===== config.mk =====
export PLATFORM = sky130hd
export DESIGN_NAME = instruction_fetch_unit
export DESIGN_NICKNAME = d
export VERILOG_FILES = /design/src/rtl/instruction_fetch_unit.sv
export SDC_FILE = /design/constraint.sdc
export NUM_CORES = 1
export LEC_CHECK = 0
export CORE_MARGIN = 10
export CORE_UTILIZATION = 45
export CTS_CLUSTER_SIZE = 25
export DETAILED_ROUTE_END_ITERATION = 10
export PLACE_DENSITY = 0.67
export REMOVE_ABC_BUFFERS = 1
export SYNTH_ARGS = -nofsm -noshare
export SYNTH_HDL_FRONTEND = slang
export SYNTH_SLANG_ARGS = --single-unit

===== constraint.sdc =====
create_clock -name clock -period 9.6 [get_ports clock]
set_input_delay 1.92 -clock clock [delete_from_list [all_inputs] [get_ports clock]]
set_output_delay 1.92 -clock clock [all_outputs]
set_load 0.005 [all_outputs]

===== src/rtl/instruction_fetch_unit.sv =====
// Fetch stage: issues sequential word-aligned instruction requests under a credit limit and
// buffers in-order {pc, instruction} responses in a small FIFO that feeds decode.
module instruction_fetch_unit #(
    parameter logic [31:0] RESET_PC   = 32'h0000_0000,
    parameter int          FIFO_DEPTH = 4
) (
    input  logic        clock,
    input  logic        reset_n,
    output logic        imem_req_valid,
    input  logic        imem_req_ready,
    output logic [31:0] imem_req_addr,
    input  logic        imem_rsp_valid,
    input  logic [31:0] imem_rsp_data,
    input  logic        redirect_valid,
    input  logic [31:0] redirect_pc,
    output logic        out_valid,
    input  logic        out_ready,
    output logic [31:0] out_instruction,
    output logic [31:0] out_pc
);

    localparam int CW = $clog2(FIFO_DEPTH + 1);
    localparam int PW = $clog2(FIFO_DEPTH);
    localparam logic [CW:0] DEPTH_EXT = (CW + 1)'(FIFO_DEPTH);

    logic [31:0]   fetch_pc;
    logic [31:0]   rsp_pc;
    logic [CW-1:0] outstanding;
    logic [CW-1:0] discard;
    logic [CW-1:0] fifo_count;
    logic [PW-1:0] rd_ptr;
    logic [PW-1:0] wr_ptr;
    logic [31:0]   pc_mem   [FIFO_DEPTH];
    logic [31:0]   data_mem [FIFO_DEPTH];

    logic          credit_ok;
    logic          req_fire;
    logic          rsp_take;
    logic          push;
    logic          pop;
    logic [CW-1:0] outstanding_next;
    logic [31:0]   redirect_target;
    logic [1:0]    redirect_lsb_unused;

    // Valid/ready: a transfer happens on any rising edge where valid && ready are both high.
    // Requests are only offered when every outstanding request plus the buffered entries
    // still leaves a FIFO slot, so non-discarded responses can always be written.
    assign credit_ok      = ({1'b0, outstanding} + {1'b0, fifo_count}) < DEPTH_EXT;
    assign imem_req_valid = reset_n && !redirect_valid && credit_ok;
    assign imem_req_addr  = fetch_pc;
    assign req_fire       = imem_req_valid && imem_req_ready;

    // A response with nothing outstanding is a protocol error and is ignored entirely.
    assign rsp_take = imem_rsp_valid && (outstanding != '0);
    assign push     = rsp_take && (discard == '0) && !redirect_valid;
    assign pop      = out_valid && out_ready && !redirect_valid;

    assign outstanding_next    = outstanding + CW'(req_fire) - CW'(rsp_take);
    assign redirect_target     = {redirect_pc[31:2], 2'b00};
    assign redirect_lsb_unused = redirect_pc[1:0];

    assign out_valid       = (fifo_count != '0);
    assign out_instruction = out_valid ? data_mem[rd_ptr] : 32'h0;
    assign out_pc          = out_valid ? pc_mem[rd_ptr] : 32'h0;

    always_ff @(posedge clock or negedge reset_n) begin
        if (!reset_n) begin
            fetch_pc    <= RESET_PC;
            rsp_pc      <= RESET_PC;
            outstanding <= '0;
            discard     <= '0;
            fifo_count  <= '0;
            rd_ptr      <= '0;
            wr_ptr      <= '0;
        end else begin
            outstanding <= outstanding_next;
            if (redirect_valid) begin
                // Everything still in flight after this edge belongs to the old path.
                fetch_pc   <= redirect_target;
                rsp_pc     <= redirect_target;
                discard    <= outstanding_next;
                fifo_count <= '0;
                rd_ptr     <= '0;
                wr_ptr     <= '0;
            end else begin
                if (req_fire) begin
                    fetch_pc <= fetch_pc + 32'd4;
                end
                if (rsp_take && (discard != '0)) begin
                    discard <= discard - 1'b1;
                end
                if (push) begin
                    wr_ptr <= wr_ptr + 1'b1;
                    rsp_pc <= rsp_pc + 32'd4;
                end
                if (pop) begin
                    rd_ptr <= rd_ptr + 1'b1;
                end
                fifo_count <= fifo_count + CW'(push) - CW'(pop);
            end
        end
    end

    // Storage needs no reset: the outputs are masked whenever the FIFO is empty.
    always_ff @(posedge clock) begin
        if (push) begin
            pc_mem[wr_ptr]   <= rsp_pc;
            data_mem[wr_ptr] <= imem_rsp_data;
        end
    end

endmodule


==> results.md <==
- Final hold viol count: 0
- Largest net degree at the start of global routing: 69
- Worst slew pin tran: 0.9361 ns
- Drc violations: 0
- CP Data Required Time: 7.68 ns
- Final Setup Violations: 0
- Clock Tree Buf Depth: 3
- Num Clock Sinks: 321
- Synth Area per Inst: 15.68 sq um
- Post-synthesis mux area share: 10.84%
- PD cells: 235.0 mW/mm^2
- Initial antenna violation count: 1
- EDFF count, synth: 248
- Worst Hold Class: reg2reg
- Share of layout cells above drive strength 1: 13.35%
- Max Clk Rate: 168.1 MHz
- R2r worst-path depth: 12
- Clk root buf: clkbuf_16
- Final WS setup: 3.652 ns
- Area share of the largest cell type after synthesis: 54.78%
- Synth-to-Final Area Change: 22.57%
- Diodes inserted: 0
- Cts bufs inserted: 34
- # hold bufs at CTS: 0
- Status: completed
- Crit path kind: in2out
- Routed len/inst: 20.74 um
- Final GP Congestion: 0.8368
- Drt pass-1 iters: 5
- Clock power frac: 31.7%
- Max VDD drop: 0.1354 mV
- I/O pin count: 168
- Flop pwr share: 43.4%
- Util after Layout: 56.07%
- Post-DP HPWL: 18.91 mm
- Net Sw Frac: 26.27%
- P_int: 0.002888 W
- Power, Total: 0.003916 W
- GRT Total Usage: 15.75%
- Final-stage net count: 1121
- Slew headroom: 37.59%
- Placed instance area: 0.01561 sq mm
- Max_cap viols: 0
- Die Y: 193.8 um
- Clock transition at the registers of the reported paths: 0.06 ns
- Distinct cell type count of the synthesized netlist: 47
- Routed WL: 29.99 mm
- Number of global-route vias before repair: 8295
- Post-Synth Adder-Cell Area: 1.583%
- Syn. warnings: 0
- Synth area leaders: edfxtp_1 55%, dfrtp_1 13%, mux4_2 10%, and2_1 3.1%, nand2_1 1.7%
- Design area: 0.01666 sq mm
- Clock Latency Late Sink: 0.51 ns
- Hold Path Cell Cnt: 1
- Fraction of registers with async set/reset: 22.74%
- RSZ-0062 raised after global routing: false
- Post-CTS Repair Setup Buffers: 0
- TNS Setup: 0 ns
- Die X: 193.8 um
- Crit path DAT: 4.03 ns
- Syn Inst Count: 867
- Ys flop type: edfxtp_1
- CTS tree: built
- Period utilisation layout: 61.96%
- Post-CTS sizing: 0
- Combinational share of power: 25.0%
- Worst Setup End Kind: primary output
- Sequential area share after synthesis: 68.21%
- Commonest cells in the netlist: 248 x edfxtp_1, 73 x dfrtp_1, 67 x and2_1
- Total grt overflow: 0
- Initial Util: 45.75%
- Crit-path max FO: 30
- Xor/xnor share of the synthesized area: 2.577%
- First-pass GRT wire length: 47.82 mm
- Die area: 0.03756 sq mm
- H-tree levels: 2
- 1st-iter DRT viols: 376
- Max Slew Vio Count: 0
- Fin crit period: 5.948 ns
- Setup crit start kind: input port
- Synth Area in Simple Gates: 11.02%
- Synth Register Bits: 321
- Clock Skew: 0.01609 ns
- Drt via density: 5.481
- DR vias: 7925
- Post-synth top area cell: edfxtp_1
- Cell Rows: 63
- Compound-cell area share of the yosys netlist: 3.810%
- Port Buffer Count: 161
- Core ar.: 0.02972 sq mm
- Post-Syn Area: 0.01360 sq mm
- Largest family of logic cells by synthesized area: simple AND/OR/NAND/NOR gates
- Pre-CTS WS: 3.645 ns
- Pleak: 5.600 nW
- ANT nets after route: 0
- Top-count cell post-synth: edfxtp_1
- Net Sw Power: 0.001029 W
==> power groups by stage <==
stage,logic (W),clock network [W],registers (W)
after floorplan,0.000490,0,0.00174
after global placement,0.000998,0,0.00172
after detailed placement,0.00100,0,0.00173
after CTS,0.00101,0.00127,0.00170
after global routing,0.00108,0.00133,0.00172
final,0.000978,0.00124,0.00170
==> final timing paths <==
path                       slack, ns                startpoint                           end
max in group asynchronous       7.04                   reset_n         rd_ptr[0]$_DFFE_PN0P_
min in group asynchronous       1.46                   reset_n  imem_req_addr[8]$_DFFE_PN0N_
hold reg to reg                 0.54  outstanding[2]$_DFF_PN0_      outstanding[2]$_DFF_PN0_
hold / removal                  0.54  outstanding[2]$_DFF_PN0_      outstanding[2]$_DFF_PN0_
setup reg to reg                5.73  outstanding[2]$_DFF_PN0_        discard[2]$_DFFE_PN0P_
setup / recovery                3.65                   reset_n                imem_req_valid
==> layout by cell type (no fill, tap or decap), drive strengths merged, types with 2 or more instances in the layout <==
cell	Yosys	layout
a21boi	6	6
a21oi	9	9
a31oi	3	3
and2	67	67
and3	14	14
and4	4	4
buf	11	13
bufinv	0	2
clkbuf	32	44
clkdlybuf4s50	0	159
clkinv	2	11
conb	1	4
dfrtp	73	73
edfxtp	248	248
fa	2	2
ha	14	14
inv	19	21
mux2	6	6
mux4	62	62
nand2	60	60
nand2b	5	5
nand3	38	38
nand4	18	18
nor2	23	23
nor2b	4	4
nor3	11	11
nor4	11	11
o211ai	15	15
o21ai	32	32
o311ai	9	9
o31ai	2	2
or3	7	7
or4	9	9
xnor2	20	20
xor2	20	20
==> layer usage <==
metal | track usage (%) | vias to the layer above | part of all wire [%] | wire length, um
met5 | 0 | - | 0.060 | 18
met4 | 4.003 | 2 | 1.9 | 584
met3 | 3.821 | 38 | 6.4 | 1932
met2 | 25.48 | 235 | 47 | 14190
met1 | 20.95 | 3983 | 44 | 13260
li1 | - | 3667 | - | -
==> registers in the layout, summed over array words and instances, names as in the netlist <==
signal         count
outstanding        3
rd_ptr             2
pc_mem           120
rsp_pc            30
discard            3
wr_ptr             2
imem_req_addr     30
data_mem         128
fifo_count         3
==> area by class of cell <==
cell class / count / area, sq um
Clock inverter: 13 / 138.9
Sequential cell: 321 / 9279
Fill cell: 2360 / 13050
Clock buffer: 44 / 918.4
Multi-Input combinational cell: 485 / 4076
Inverter: 21 / 78.83
Tap cell: 390 / 488.0
Timing Repair Buffer: 172 / 1684
==> critical path: stages <==
cell	delay (ns)
buf_2	0.53
or4b_1	0.50
or2_1	0.32
nor2b_1	0.20
clkdlybuf4s50_1	0.54
==> logic make-up after synthesis <==
logic type | after synthesis
flops | 321
simple gates | 275
buf+inv | 64
fa+ha+maj | 16
compound gates | 81
xor+xnor | 40
mux | 69
other cells | 1
==> through the flow <==
step | cells | hold WS [ns]
floorplan | 827 | 0.4934
global placement | 1389 | 0.5315
detailed placement | 1389 | 0.5215
CTS | 1446 | 0.5364
global route | 1446 | 0.5797
finish | 1446 | 0.5384
No activity file was read; power rests on OpenSTA's default activity.
